===== config.mk =====
export PLATFORM = sky130hd
export DESIGN_NAME = ysyx_24100027_ifu_flat
export DESIGN_NICKNAME = d
export VERILOG_FILES = /design/src/rtl/ysyx_24100027_pkg.sv /design/src/rtl/ysyx_24100027_ifu_if.sv /design/src/rtl/ysyx_24100027_reg.sv /design/src/rtl/ysyx_24100027_ifu.sv /design/src/flat_wrapper.sv
export SDC_FILE = /design/constraint.sdc
export NUM_CORES = 1
export LEC_CHECK = 0
export BUFFER_PORTS_ARGS = -buffer_cell sky130_fd_sc_hd__buf_4
export CELL_PAD_IN_SITES_DETAIL_PLACEMENT = 1
export CELL_PAD_IN_SITES_GLOBAL_PLACEMENT = 1
export CORE_MARGIN = 2
export CORE_UTILIZATION = 34
export DETAILED_ROUTE_END_ITERATION = 8
export PLACE_DENSITY_LB_ADDON = 0.15
export SYNTH_ARGS = -nofsm -noshare
export SYNTH_HDL_FRONTEND = slang
export SYNTH_HIERARCHICAL = 1
export SYNTH_SLANG_ARGS = --single-unit

===== constraint.sdc =====
create_clock -name clk -period 2.1 [get_ports clk]
set_input_delay 0.63 -clock clk [delete_from_list [all_inputs] [get_ports clk]]
set_output_delay 0.63 -clock clk [all_outputs]
set_load 0.005 [all_outputs]

===== src/rtl/ysyx_24100027_pkg.sv =====
// Shared constants for the instruction fetch unit: state encoding, reset PC
// and the bit positions of the instruction fields handed to decode.
package ysyx_24100027_pkg;

    localparam int          IFU_XLEN     = 32;
    localparam logic [31:0] IFU_RESET_PC = 32'h8000_0000;

    localparam int          STATE_W  = 3;
    localparam logic [2:0]  IFU_REQ  = 3'd0;
    localparam logic [2:0]  IFU_WAIT = 3'd1;
    localparam logic [2:0]  IFU_HOLD = 3'd2;
    localparam logic [2:0]  IFU_EXEC = 3'd3;
    localparam logic [2:0]  IFU_HALT = 3'd4;

    localparam int OPC_LSB = 0;
    localparam int OPC_MSB = 6;
    localparam int F3_LSB  = 12;
    localparam int F3_MSB  = 14;
    localparam int F7_LSB  = 25;
    localparam int F7_MSB  = 31;

    // A fetch target is usable only when it is word aligned.
    function automatic logic pc_aligned(input logic [1:0] pc_lsb);
        return (pc_lsb == 2'b00);
    endfunction

endpackage


===== src/rtl/ysyx_24100027_ifu_if.sv =====
// Bundle of the fetch unit's memory, decode and commit channels.
// master = fetch unit side, slave = memory/decode/execute side.
interface ysyx_24100027_ifu_if
    import ysyx_24100027_pkg::*;
#(
    parameter int XLEN = IFU_XLEN
) ();

    logic            imem_req_valid;
    logic            imem_req_ready;
    logic [XLEN-1:0] imem_addr;
    logic            imem_resp_valid;
    logic [XLEN-1:0] imem_resp_data;
    logic            inst_valid;
    logic            inst_ready;
    logic [XLEN-1:0] inst;
    logic [XLEN-1:0] inst_pc;
    logic [6:0]      opcode;
    logic [2:0]      funct3;
    logic [6:0]      funct7;
    logic            commit_valid;
    logic [XLEN-1:0] next_pc;
    logic            fetch_misalign;

    modport master (
        output imem_req_valid,
        input  imem_req_ready,
        output imem_addr,
        input  imem_resp_valid,
        input  imem_resp_data,
        output inst_valid,
        input  inst_ready,
        output inst,
        output inst_pc,
        output opcode,
        output funct3,
        output funct7,
        input  commit_valid,
        input  next_pc,
        output fetch_misalign
    );

    modport slave (
        input  imem_req_valid,
        output imem_req_ready,
        input  imem_addr,
        output imem_resp_valid,
        output imem_resp_data,
        input  inst_valid,
        output inst_ready,
        input  inst,
        input  inst_pc,
        input  opcode,
        input  funct3,
        input  funct7,
        output commit_valid,
        output next_pc,
        input  fetch_misalign
    );

endinterface


===== src/rtl/ysyx_24100027_reg.sv =====
// Generic width-parameterised register with asynchronous active-high reset
// to a configurable value and a load enable.
module ysyx_24100027_reg
    import ysyx_24100027_pkg::*;
#(
    parameter int               WIDTH   = IFU_XLEN,
    parameter logic [WIDTH-1:0] RST_VAL = '0
) (
    input  logic             clk,
    input  logic             rst,
    input  logic             en,
    input  logic [WIDTH-1:0] d,
    output logic [WIDTH-1:0] q
);

    // Storage: reset wins asynchronously, otherwise load when enabled.
    always_ff @(posedge clk or posedge rst) begin
        if (rst) begin
            q <= RST_VAL;
        end else if (en) begin
            q <= d;
        end
    end

endmodule


===== src/rtl/ysyx_24100027_ifu.sv =====
// Instruction fetch unit: one outstanding imem request, captured word held for
// decode, then a wait for the commit/next-PC before the following fetch.
module ysyx_24100027_ifu
    import ysyx_24100027_pkg::*;
#(
    parameter int              XLEN     = IFU_XLEN,
    parameter logic [XLEN-1:0] RESET_PC = XLEN'(IFU_RESET_PC)
) (
    input  logic                clk,
    input  logic                rst,
    ysyx_24100027_ifu_if.master bus
);

    logic [STATE_W-1:0] state_r;
    logic [STATE_W-1:0] state_nxt_s;
    logic [XLEN-1:0]    pc_r;
    logic               pc_en_s;
    logic [XLEN-1:0]    inst_r;
    logic               inst_en_s;
    logic               misalign_r;
    logic               misalign_set_s;

    // Sequencing of the fetch/decode/execute loop and the load enables it drives.
    always_comb begin
        state_nxt_s    = state_r;
        pc_en_s        = 1'b0;
        inst_en_s      = 1'b0;
        misalign_set_s = 1'b0;
        case (state_r)
            IFU_REQ: begin
                if (bus.imem_req_ready) begin
                    state_nxt_s = IFU_WAIT;
                end else begin
                    state_nxt_s = IFU_REQ;
                end
            end
            IFU_WAIT: begin
                if (bus.imem_resp_valid) begin
                    inst_en_s   = 1'b1;
                    state_nxt_s = IFU_HOLD;
                end else begin
                    state_nxt_s = IFU_WAIT;
                end
            end
            IFU_HOLD: begin
                if (bus.inst_ready) begin
                    state_nxt_s = IFU_EXEC;
                end else begin
                    state_nxt_s = IFU_HOLD;
                end
            end
            IFU_EXEC: begin
                if (bus.commit_valid) begin
                    if (pc_aligned(bus.next_pc[1:0])) begin
                        pc_en_s     = 1'b1;
                        state_nxt_s = IFU_REQ;
                    end else begin
                        misalign_set_s = 1'b1;
                        state_nxt_s    = IFU_HALT;
                    end
                end else begin
                    state_nxt_s = IFU_EXEC;
                end
            end
            IFU_HALT: begin
                state_nxt_s = IFU_HALT;
            end
            // Illegal encodings park the unit until reset rather than fetch.
            default: begin
                state_nxt_s = IFU_HALT;
            end
        endcase
    end

    ysyx_24100027_reg #(.WIDTH(STATE_W), .RST_VAL(IFU_REQ)) u_state (
        .clk (clk),
        .rst (rst),
        .en  (1'b1),
        .d   (state_nxt_s),
        .q   (state_r)
    );

    ysyx_24100027_reg #(.WIDTH(XLEN), .RST_VAL(RESET_PC)) u_pc (
        .clk (clk),
        .rst (rst),
        .en  (pc_en_s),
        .d   (bus.next_pc),
        .q   (pc_r)
    );

    // The instruction register is only loaded in WAIT, so decode never sees
    // the raw response bus.
    ysyx_24100027_reg #(.WIDTH(XLEN), .RST_VAL({XLEN{1'b0}})) u_inst (
        .clk (clk),
        .rst (rst),
        .en  (inst_en_s),
        .d   (bus.imem_resp_data),
        .q   (inst_r)
    );

    ysyx_24100027_reg #(.WIDTH(1), .RST_VAL(1'b0)) u_misalign (
        .clk (clk),
        .rst (rst),
        .en  (misalign_set_s),
        .d   (1'b1),
        .q   (misalign_r)
    );

    // pc only moves on an aligned commit, so it is also the PC of the held word.
    assign bus.imem_req_valid = (state_r == IFU_REQ);
    assign bus.imem_addr      = pc_r;
    assign bus.inst_valid     = (state_r == IFU_HOLD);
    assign bus.inst           = inst_r;
    assign bus.inst_pc        = pc_r;
    assign bus.opcode         = inst_r[OPC_MSB:OPC_LSB];
    assign bus.funct3         = inst_r[F3_MSB:F3_LSB];
    assign bus.funct7         = inst_r[F7_MSB:F7_LSB];
    assign bus.fetch_misalign = misalign_r;

endmodule


===== src/flat_wrapper.sv =====
// flat-port wrapper written by rule: the top's interface ports become plain ports
module ysyx_24100027_ifu_flat import ysyx_24100027_pkg::*;
#(
    parameter int              XLEN     = IFU_XLEN,
    parameter logic [XLEN-1:0] RESET_PC = XLEN'(IFU_RESET_PC)
)
  (clk, rst, bus_imem_req_valid, bus_imem_req_ready, bus_imem_addr, bus_imem_resp_valid, bus_imem_resp_data, bus_inst_valid, bus_inst_ready, bus_inst, bus_inst_pc, bus_opcode, bus_funct3, bus_funct7, bus_commit_valid, bus_next_pc, bus_fetch_misalign);
  ysyx_24100027_ifu_if #(.XLEN(XLEN)) bus_i ();
  input  logic clk;
  input  logic rst;
  output wire logic [$bits(bus_i.imem_req_valid)-1:0] bus_imem_req_valid;
  input wire logic [$bits(bus_i.imem_req_ready)-1:0] bus_imem_req_ready;
  output wire logic [$bits(bus_i.imem_addr)-1:0] bus_imem_addr;
  input wire logic [$bits(bus_i.imem_resp_valid)-1:0] bus_imem_resp_valid;
  input wire logic [$bits(bus_i.imem_resp_data)-1:0] bus_imem_resp_data;
  output wire logic [$bits(bus_i.inst_valid)-1:0] bus_inst_valid;
  input wire logic [$bits(bus_i.inst_ready)-1:0] bus_inst_ready;
  output wire logic [$bits(bus_i.inst)-1:0] bus_inst;
  output wire logic [$bits(bus_i.inst_pc)-1:0] bus_inst_pc;
  output wire logic [$bits(bus_i.opcode)-1:0] bus_opcode;
  output wire logic [$bits(bus_i.funct3)-1:0] bus_funct3;
  output wire logic [$bits(bus_i.funct7)-1:0] bus_funct7;
  input wire logic [$bits(bus_i.commit_valid)-1:0] bus_commit_valid;
  input wire logic [$bits(bus_i.next_pc)-1:0] bus_next_pc;
  output wire logic [$bits(bus_i.fetch_misalign)-1:0] bus_fetch_misalign;
  assign bus_imem_req_valid = bus_i.imem_req_valid;
  assign bus_i.imem_req_ready = bus_imem_req_ready;
  assign bus_imem_addr = bus_i.imem_addr;
  assign bus_i.imem_resp_valid = bus_imem_resp_valid;
  assign bus_i.imem_resp_data = bus_imem_resp_data;
  assign bus_inst_valid = bus_i.inst_valid;
  assign bus_i.inst_ready = bus_inst_ready;
  assign bus_inst = bus_i.inst;
  assign bus_inst_pc = bus_i.inst_pc;
  assign bus_opcode = bus_i.opcode;
  assign bus_funct3 = bus_i.funct3;
  assign bus_funct7 = bus_i.funct7;
  assign bus_i.commit_valid = bus_commit_valid;
  assign bus_i.next_pc = bus_next_pc;
  assign bus_fetch_misalign = bus_i.fetch_misalign;
  ysyx_24100027_ifu #(.XLEN(XLEN), .RESET_PC(RESET_PC)) u_core (.clk(clk), .rst(rst), .bus(bus_i));
endmodule

== Yosys cells after proc, flatten, opt, wreduce, memory -nomap -nowiden ==
Cells that the tools add are included.
Word-level totals
  register bits after elaboration: 68
  input port bits: 70
  output and inout bits: 116
  word-level logic and storage cells: 23
Operators by class
  reduce and logical (&&, ||, !) cells: 2
  eq/ne operators: 3
  multiplexer cells: 14
Operators by type and width (count)
  3-bit case mux with 4 select lines: 1
  1-bit 2-to-1 mux: 10
  3-bit by 2-bit == test with 1-bit output, second input constant: 2
  3-bit 2-to-1 mux: 2
  3-bit by 1-bit == test with 1-bit output, second input constant: 1
  3-bit logical NOT: 1
  2-bit logical NOT: 1
  2-bit 2-to-1 mux: 1

== Logic depth before layout (Yosys ltp) ==
Gate-level depths: netlist (run 1).
  depth in word-level cells: 4
  depth in mapped cells: 5

== By module ==
The synthesis (run 1) kept the hierarchy.
By module, submodules not included
  ysyx_24100027_reg (u_core.u_pc): area each 1350.0 µm², cells an instance 69, instances 1
  ysyx_24100027_reg (u_core.u_inst): area each 1348.8 µm², cells an instance 69, instances 1
  ysyx_24100027_ifu: area each 483.0 µm², cells an instance 66, instances 1
  ysyx_24100027_reg (u_core.u_state): area each 112.6 µm², cells an instance 7, instances 1
  ysyx_24100027_reg (u_core.u_misalign): area each 43.8 µm², cells an instance 3, instances 1

== Worst setup path after synthesis (run 1) ==
OpenSTA, ideal clock, no wires.
  path kind: input -> register
  start: in bus_commit_valid
  end: reg u_core.u_pc.q[0]
  setup time: 0.125 ns
  path buffers: 2
  stages: 5
  required time: 1.975 ns
  setup slack: 0.450 ns
  data arrival time: 1.525 ns
  cells stage by stage: nand4b_1 nor3_1 buf_6 buf_12 mux2_4
Between the ends
  cells in the longest elaborated chain, start to end: 2
RTL lines
  from (decl): line flat_wrapper.sv:23  | input wire logic [$bits(bus_i.commit_valid)-1:0] bus_commit_valid;
  1-bit 2-to-1 mux: line ysyx_24100027_ifu.sv:53  | if (bus.commit_valid) begin
  1-bit 2-to-1 mux: line ysyx_24100027_ifu.sv:29  | case (state_r)
  via u_core.pc_en_s: line ysyx_24100027_ifu.sv:17  | logic pc_en_s;
  to (signal assigned): line ysyx_24100027_reg.sv:19  | q <= RST_VAL;
  to (signal assigned): line ysyx_24100027_reg.sv:21  | q <= d;
  to (decl): line ysyx_24100027_reg.sv:13  | output logic [WIDTH-1:0] q
The timed path passes the listed nets, and every way through them passes these cells.
A chain may end at the register's enable or synchronous reset.

== Worst setup path in the final report (run 1) ==
  start: reg u_core.u_state.q[2]
  end: out bus_inst_valid
Between the ends
  cells in the longest elaborated chain, start to end: 1
RTL lines
  from (decl): line ysyx_24100027_reg.sv:13
  from (signal assigned): line ysyx_24100027_reg.sv:19
  from (signal assigned): line ysyx_24100027_reg.sv:21
  3-bit by 2-bit == test with 1-bit output: line ysyx_24100027_ifu.sv:112  | assign bus.inst_valid = (state_r == IFU_HOLD);
  to (decl): line flat_wrapper.sv:16  | output wire logic [$bits(bus_i.inst_valid)-1:0] bus_inst_valid;
No other way between the ends.

==> impl_metrics.toml, run 1 <==
[synthesis]
ys_warn_count = 6
syn_area_per_cell_um2 = 15.6
syn-instance-count = 214
ys_seq_area_share_pct = 51.0
ys_ff_latch = 68
synth_area_um2 = 3340
ys_types = 20

[die]
dieArea_um2 = 10600
initial_core_util_pct = 34.6
die_y_um = 103
io_pins = 186
core_um2 = 9640
rows = 36
fp.dieW_um = 103

[clocking]
cts_setup_buffers = 0
clk_pin_slew_ns = 0.07
postCtsResizedCells = 0
cts_made_buffers = 9
cts_hold_buffers = 0
htree_levels = 3
worst_skew_pair.late_latency_ns = 0.34
clk_path_buf_depth = 2
clockRootBuffer = "clkbuf_8"
cts.sinks = 68
cts_tree = "built"

[finish]
antennaDiodeCount = 0
final_util_pct = 48.4
final_nets = 431
nFillCells = 1039
area_delta_synth_final_pct = 39.7
layout-drive-gt1-share_pct = 76.0

[critical_path]
r2r_cells = 4
endpoint_kind = "output port"
worstPathCellList = "buf_4 > nor3b_1 > buf_4"
crit_top_cell = "buf_4"
startpoint = "u_core/u_state/q[2]"
worstSetupStartpointType = "flip-flop"
r2r_slack_ns = 0.41
path_max_fanout = 8
critPathKind = "reg2out"
critical-path-top-delay-family = "flip-flops"
worstReg2RegEnd = "u_core/u_pc/q[11]"
cp.required_ns = 1.47
reg2reg_from = "u_core/u_state/q[1]"
cp_slowest_cell = "dfrtp_1"
critPathArrivalTime_ns = 1.22
path_buf_inv = 2
slowest_delay_ns = 0.39

[power_and_ir_drop]
cellPowerDensity_nw_per_um2 = 1300
clkPwrFrac_pct = 17.4
combPwrFrac_pct = 44.5
leakagePower_uw = 0.00242
switchingPower_uw = 1710
peakVddDrop_mv = 0.722
intPower_uw = 4350
power.share.sequential_pct = 38.0
switching_share_pct = 28.2

[sta]
fin_setup_tns_ns = 0
hold_ws_ns = 0.160
finalSetupViolCount = 0
setup_ws_ns = 0.246
slew_violations = 0
max_freq_mhz = 539
fin_crit_ns = 1.85
period_share_pct = 88.3
rsz0062_at_grt = "false"
skew_ns = 0.00822
hold_viol_final = 0

[global_route]
grt_pass1_wl_mm = 11.2
grt_usage_pct = 13.8
grt_pass1_vias = 2135
grt_overflow = 0
antenna_found_initial = 0
grt_start_max_net_pins = 33

[placement]
hpwl_mm = 5.76
dp_slack_ns = 0.212
portBuffers = 185
gp_congestion = 0.737

[route]
drt.antenna.violating_nets = 0
dr_total_vias = 2098
dr.pass1.iters = 5
via_per_inst = 4.20
wl_per_cell_um = 15.2
drc = 0
drt-total-wl_mm = 7.60
dr.first_iter.drc_count = 17

[min_path]
hp-class = "in2async"

[run]
cap_violations = 0

[status]
outcome = "finished, final reports clean"
[area by class of cell]
type / count / area, um^2 / share of cell area, %
timing repair buffer: 190 / 1450 / 31.1
tap: 133 / 166 / 3.57
multi-input combinational: 88 / 1130 / 24.3
inverter: 4 / 15.0 / 0.322
clock buffer: 11 / 141 / 3.03
clock inverter: 5 / 52.6 / 1.13
sequential: 68 / 1700 / 36.5
[power groups by stage]
| stage | logic [uW] | clock network, uW | registers, uW |
|---|---|---|---|
| 6_report | 2700 | 1060 | 2310 |
| 5_1_grt | 2910 | 1160 | 2400 |
| 4_1_cts | 2750 | 1100 | 2320 |
| 3_5_place_dp | 2740 | 0 | 2330 |
| 3_3_place_gp | 2680 | 0 | 2300 |
| 2_1_floorplan | 1610 | 0 | 2280 |
[synthesized netlist by cell type, drive strengths merged]
library cell / n / area [um^2]
a21oi: 1 / 5.00
conb: 1 / 3.75
nor2: 4 / 15.0
dfstp: 1 / 26.3
nor3b: 1 / 7.51
nand4b: 1 / 8.76
nor2b: 1 / 6.26
nand3b: 1 / 7.51
a21bo: 1 / 10.0
nor3: 2 / 10.0
buf: 57 / 510
dfrtp: 67 / 1680
a22o: 1 / 8.76
mux2i: 1 / 10.0
mux2: 69 / 1010
o21bai: 1 / 7.51
inv: 4 / 15.0
[flip-flops by register name, indices dropped and copies added, names as in the netlist]
signal / cells
u_core/u_state/q: 3
u_core/u_misalign/q: 1
u_core/u_inst/q: 32
u_core/u_pc/q: 32
[stage by stage]
step                power, uW  cell area [um^2]  cells
floorplan                3900              3350    217
global placement         4990              4470    483
detailed placement       5070              4470    483
CTS                      6170              4660    499
global route             6460              4660    499
finish                   6060              4660    499
[worst reg2reg max path, cell delays in order, from the launching register on]
cell      delay (ns)
dfrtp_1         0.48
nand4b_1        0.21
nor3_2          0.22
buf_12          0.28
mux2_2          0.40
[cells in the final DEF, fill, tap and decap left out, types with 2 or more instances in the layout]
master and n:
mux2_4 62, buf_4 188, buf_12 2, inv_1 4
mux2_2 7, clkinv_2 3, nor2_1 3, dfrtp_1 67
conb_1 4, clkbuf_8 10
[how the worst max path moves through the flow]
stage	endpoint	slack, ns	cells past startpoint
after CTS	bus_inst_valid	0.21	3
after floorplan	u_core/u_pc/q[0]	0.45	5
after detailed placement	u_core/u_pc/q[11]	0.21	5
after global placement	u_core/u_pc/q[11]	0.23	5
after global routing	bus_inst_valid	0.12	3
final	bus_inst_valid	0.25	3
[cells by family (layout without fill, tap and decap cells)]
logic type / Yosys count / count (layout) / share of synthesized area, %
buf+inv: 61 / 210 / 15.7
simple gates: 10 / 10 / 1.65
flops: 68 / 68 / 51.0
other cells: 1 / 4 / 0.112
compound gates: 4 / 4 / 0.937
mux: 70 / 70 / 30.5
[layer usage]
| layer | GRT usage [%] | part of all wire, % | vias up |
|---|---|---|---|
| met3 | 2.98 | 5.9 | 9 |
| met1 | 16.0 | 38 | 1047 |
| met5 | 0 | 0 | - |
| li1 | - | - | 961 |
| met4 | 5.77 | 1.6 | 0 |
| met2 | 24.7 | 54 | 81 |
No activity file was read; power rests on OpenSTA's default activity.
==> run 2: changes to the inputs <==
--- a/config.mk
+++ b/config.mk
@@ -9,7 +9,7 @@
 export CELL_PAD_IN_SITES_DETAIL_PLACEMENT = 1
 export CELL_PAD_IN_SITES_GLOBAL_PLACEMENT = 1
 export CORE_MARGIN = 2
-export CORE_UTILIZATION = 34
+export CORE_UTILIZATION = 31
 export DETAILED_ROUTE_END_ITERATION = 8
 export PLACE_DENSITY_LB_ADDON = 0.15
 export SYNTH_ARGS = -nofsm -noshare
==> constraint.sdc (replaced) <==
create_clock -name clk -period 1.6 [get_ports clk]
set_input_delay 0.48 -clock clk [delete_from_list [all_inputs] [get_ports clk]]
set_output_delay 0.48 -clock clk [all_outputs]
set_load 0.005 [all_outputs]
==> impl_metrics.toml, run 2 (synthesis results as in run 1) <==
[global_route]
use_met2_pct = 23.3
grt_overflow = 0
antenna_found_initial = 0
grt_start_max_net_pins = 33
grt_usage_pct = 13.3
grtUsageMet3_pct = 2.97
grt_pass1_wl_mm = 11.8
met1_usage_pct = 15.8
grt_pass1_vias = 2270
grt.busiest_layer = "met2"

[clocking]
clk_pin_slew_ns = 0.08
clk_path_buf_depth = 2
cts.sinks = 68
htree_levels = 3
worst_skew_pair.late_latency_ns = 0.33
clockRootBuffer = "clkbuf_8"
cts_made_buffers = 9
cts_tree = "built"

[die]
dieArea_um2 = 11600
io_pins = 186
core_um2 = 10400
die_y_um = 108
initial_core_util_pct = 32.2
fp.dieW_um = 108
rows = 37

[status]
violations = "negative setup slack"
outcome = "finished, violations left"

[finish]
multi_input_area_um2 = 1150
instances_no_fill = 520
layout-drive-gt1-share_pct = 77.9
antennaDiodeCount = 0
area_delta_synth_final_pct = 46.7
layout_common_cells = "buf_4, dfrtp_1, mux2_4, clkbuf_8, mux2_2"
nFillCells = 1124
regArea_um2 = 1700
top_regs = "u_core/u_inst/q (32), u_core/u_pc/q (32), u_core/u_state/q (3)"
final_util_pct = 47.2
final_nets = 449
final_common_cell = "buf_4"

[power_and_ir_drop]
cellPowerDensity_nw_per_um2 = 1670
peakVddDrop_mv = 0.607
leakagePower_uw = 0.00253

[sta]
period_share_pct = 102
hold_viol_final = 0
fin_crit_ns = 1.64
rsz0062_at_grt = "true"
slew_violations = 0
skew_ns = 0.00618
setup_ws_ns = -0.0386
hold_ws_ns = 0.373
finalSetupViolCount = 26
max_freq_mhz = 610

[route]
drt.antenna.violating_nets = 0
drc = 0
dr_total_vias = 2203
via_per_inst = 4.24
wl_per_cell_um = 15.2
drt-total-wl_mm = 7.90
dr.first_iter.drc_count = 37
dr.pass1.iters = 4

[placement]
dp_slack_ns = -0.0904
gp_congestion = 0.686
dp_cells = 498
portBuffers = 185
hpwl_mm = 5.90

[run]
cap_violations = 0

[critical_path]
endpoint_kind = "flip-flop"
cp.required_ns = 1.82
critPathArrivalTime_ns = 1.86
path_max_fanout = 23
critPathKind = "reg2reg"
worstSetupStartpointType = "flip-flop"

[min_path]
hp-class = "in2reg"
run 2: changes by cell type in the layout (fill, tap and decap cells not counted), sizes merged:
cell,before,now
dlygate4sd3,0,1
buf,190,206
clkinvlp,1,2
run 2: final timing paths:
path                       cells past startpoint  slack (ns)                    from             endpoint
max                                            5       -0.04     u_core/u_state/q[1]  u_core/u_inst/q[11]
min                                            2        0.37  bus_imem_resp_data[25]  u_core/u_inst/q[25]
max reg2reg                                    5       -0.04     u_core/u_state/q[1]  u_core/u_inst/q[11]
min reg2reg                                    1        0.51      u_core/u_inst/q[8]   u_core/u_inst/q[8]
max in group asynchronous                      4        0.48                     rst  u_core/u_inst/q[28]
min in group asynchronous                      3        0.56                     rst  u_core/u_misalign/q
run 2: where the power goes:
group / switching [uW] / total (uW) / internal, uW
logic: 1070 / 3720 / 2650
registers: 567 / 3000 / 2430
clock network: 668 / 1430 / 760
total: 2310 / 8150 / 5850
run 2: area by class of cell:
| type | count | area share (%) |
|---|---|---|
| clock buffer | 10 | 2.81 |
| clock inverter | 6 | 1.30 |
| inverter | 4 | 0.307 |
| multi-input combinational | 88 | 23.5 |
| sequential | 68 | 34.8 |
| tap | 136 | 3.48 |
| timing repair buffer | 208 | 33.8 |
run 2: worst max-delay path, stage by stage, from the launching register on:
cell and delay, ns:
dfrtp_1 0.41, buf_4 0.16, nand3b_1 0.22, nor2_4 0.15
buf_12 0.22, mux2_2 0.36
run 2: repair_timing:
action / 4_1_cts / 5_1_grt
hold buffers: 1 / 0
hold endpoints to repair: 1 / 0
pin swaps: 2 / 0
gates resized for setup: 5 / 2
cloned: 0 / 1
setup endpoints to repair: 2 / 64
setup buffers: 3 / 1
run 2: layer usage:
layer | vias to the layer above | share of wire [%]
li1 | 993 | -
met1 | 1126 | 39
met2 | 79 | 55
met3 | 5 | 5.3
met4 | 0 | 0.99
met5 | - | 0
run 2: stage by stage:
| stage | power [uW] | cell area [um^2] | setup TNS [ns] |
|---|---|---|---|
| floorplan | 5110 | 3350 | 0 |
| global placement | 6640 | 4600 | -0.681 |
| detailed placement | 6710 | 4600 | -2.02 |
| CTS | 8300 | 4860 | -0.357 |
| global route | 8690 | 4900 | -2.81 |
| finish | 8150 | 4900 | -0.204 |
==> run 3: changes to the inputs <==
--- a/config.mk
+++ b/config.mk
@@ -9,7 +9,7 @@
 export CELL_PAD_IN_SITES_DETAIL_PLACEMENT = 1
 export CELL_PAD_IN_SITES_GLOBAL_PLACEMENT = 1
 export CORE_MARGIN = 2
-export CORE_UTILIZATION = 31
+export CORE_UTILIZATION = 34
 export DETAILED_ROUTE_END_ITERATION = 8
 export PLACE_DENSITY_LB_ADDON = 0.15
 export SYNTH_ARGS = -nofsm -noshare
==> constraint.sdc (replaced) <==
create_clock -name clk -period 1.8 [get_ports clk]
set_input_delay 0.54 -clock clk [delete_from_list [all_inputs] [get_ports clk]]
set_output_delay 0.54 -clock clk [all_outputs]
set_load 0.005 [all_outputs]
==> impl_metrics.toml, run 3 (synthesis results as in run 1) <==
[critical_path]
r2r_slack_ns = 0.14
r2r_cells = 4
startpoint = "u_core/u_state/q[0]"
worstReg2RegEnd = "u_core/u_pc/q[11]"
path_max_fanout = 8
critPathArrivalTime_ns = 1.18
worstSetupStartpointType = "flip-flop"
cp.required_ns = 1.26
endpoint_kind = "output port"
critPathKind = "reg2out"
reg2reg_from = "u_core/u_state/q[0]"

[clocking]
cts_setup_buffers = 0
clk_path_buf_depth = 2
clockRootBuffer = "clkbuf_8"
worst_skew_pair.late_latency_ns = 0.33
clk_pin_slew_ns = 0.07
cts_tree = "built"
cts.sinks = 68
htree_levels = 3
cts_made_buffers = 9

[route]
wl_per_cell_um = 15.2
dr_total_vias = 2135
drt-total-wl_mm = 7.64
drc = 0
dr.first_iter.drc_count = 44
via_per_inst = 4.24
drt.antenna.violating_nets = 0
dr.pass1.iters = 4

[sta]
max_freq_mhz = 582
fin_crit_ns = 1.72
hold_viol_final = 0
slew_violations = 0
rsz0062_at_grt = "false"
finalSetupViolCount = 0
period_share_pct = 95.5
skew_ns = 0.0143
fin_setup_tns_ns = 0
setup_ws_ns = 0.0814

[placement]
hpwl_mm = 5.80
dp_cells = 487
gp_congestion = 0.731
portBuffers = 185
dp_slack_ns = 0.0354

[power_and_ir_drop]
switching_share_pct = 27.2
peakVddDrop_mv = 0.583
cellPowerDensity_nw_per_um2 = 1550
p_total_uw = 7350
clkPwrFrac_pct = 20.3
switchingPower_uw = 2000
power.share.sequential_pct = 36.5
intPower_uw = 5350
combPwrFrac_pct = 43.2
leakagePower_uw = 0.00246

[die]
dieArea_um2 = 10600
core_um2 = 9640
rows = 36
io_pins = 186
initial_core_util_pct = 34.6
die_y_um = 103
fp.dieW_um = 103

[global_route]
grt_start_max_net_pins = 33
grt_overflow = 0
grt_pass1_wl_mm = 11.2
grt_pass1_vias = 2165
antenna_found_initial = 0
grt_usage_pct = 13.9

[min_path]
hp-class = "in2async"

[run]
cap_violations = 0

[finish]
final_util_pct = 49.2
instances_no_fill = 503
top_regs = "u_core/u_inst/q (32), u_core/u_pc/q (32), u_core/u_state/q (3)"
layout-drive-gt1-share_pct = 76.2
antennaDiodeCount = 0
final_common_cell = "buf_4"
layout_common_cells = "buf_4, dfrtp_1, mux2_4, clkbuf_8, mux2_2"
final_nets = 435
area_delta_synth_final_pct = 42.1

[status]
outcome = "finished, final reports clean"
-- run 3: final cells by class --
type,count,area (um^2)
tap,133,166
fill,1049,4900
multi-input combinational,88,1140
sequential,68,1700
timing repair buffer,194,1480
clock buffer,12,135
clock inverter,4,97.6
inverter,4,15.0
-- run 3: per-layer routing --
layer  share of wire (%)  wire length, um  GRT usage [%]  vias up
met5                   0                0              0        -
met4                 1.4              107           5.77        0
met3                 6.1              464           3.05        9
met2                  53             4020           23.4       81
met1                  40             3040           17.4     1080
li1                    -                -              -      965
-- run 3: what timing repair did --
action,4_1_cts,5_1_grt
resized for setup,0,2
endpoints found under the setup margin,0,2
hold buffers,0,0
-- run 3: power groups by stage --
stage | registers [uW] | logic [uW] | clock network [uW]
2_1_floorplan | 2660 | 1880 | 0
3_3_place_gp | 2690 | 3150 | 0
3_5_place_dp | 2710 | 3210 | 0
4_1_cts | 2700 | 3220 | 1540
5_1_grt | 2790 | 3430 | 1600
6_report | 2680 | 3170 | 1490
-- run 3: worst max-delay path, cell delays in order, from the launching register on --
cell	delay [ns]
dfrtp_1	0.48
nor3_2	0.23
buf_4	0.14
-- run 3: how the worst max path moves through the flow --
stage | to | slack [ns] | cells past startpoint
global route | bus_inst_valid | 0.005 | 3
detailed placement | u_core/u_pc/q[12] | 0.04 | 5
global placement | u_core/u_pc/q[12] | 0.04 | 5
floorplan | u_core/u_pc/q[0] | 0.24 | 5
CTS | bus_inst_valid | 0.03 | 3
finish | bus_imem_req_valid | 0.08 | 2
-- run 3: per-stage QoR --
stage / hold slack [ns] / area [um^2]
floorplan: 0.269 / 3350
global placement: 0.405 / 4500
detailed placement: 0.409 / 4500
CTS: 0.0510 / 4730
global route: 0.0671 / 4740
finish: 0.0666 / 4740
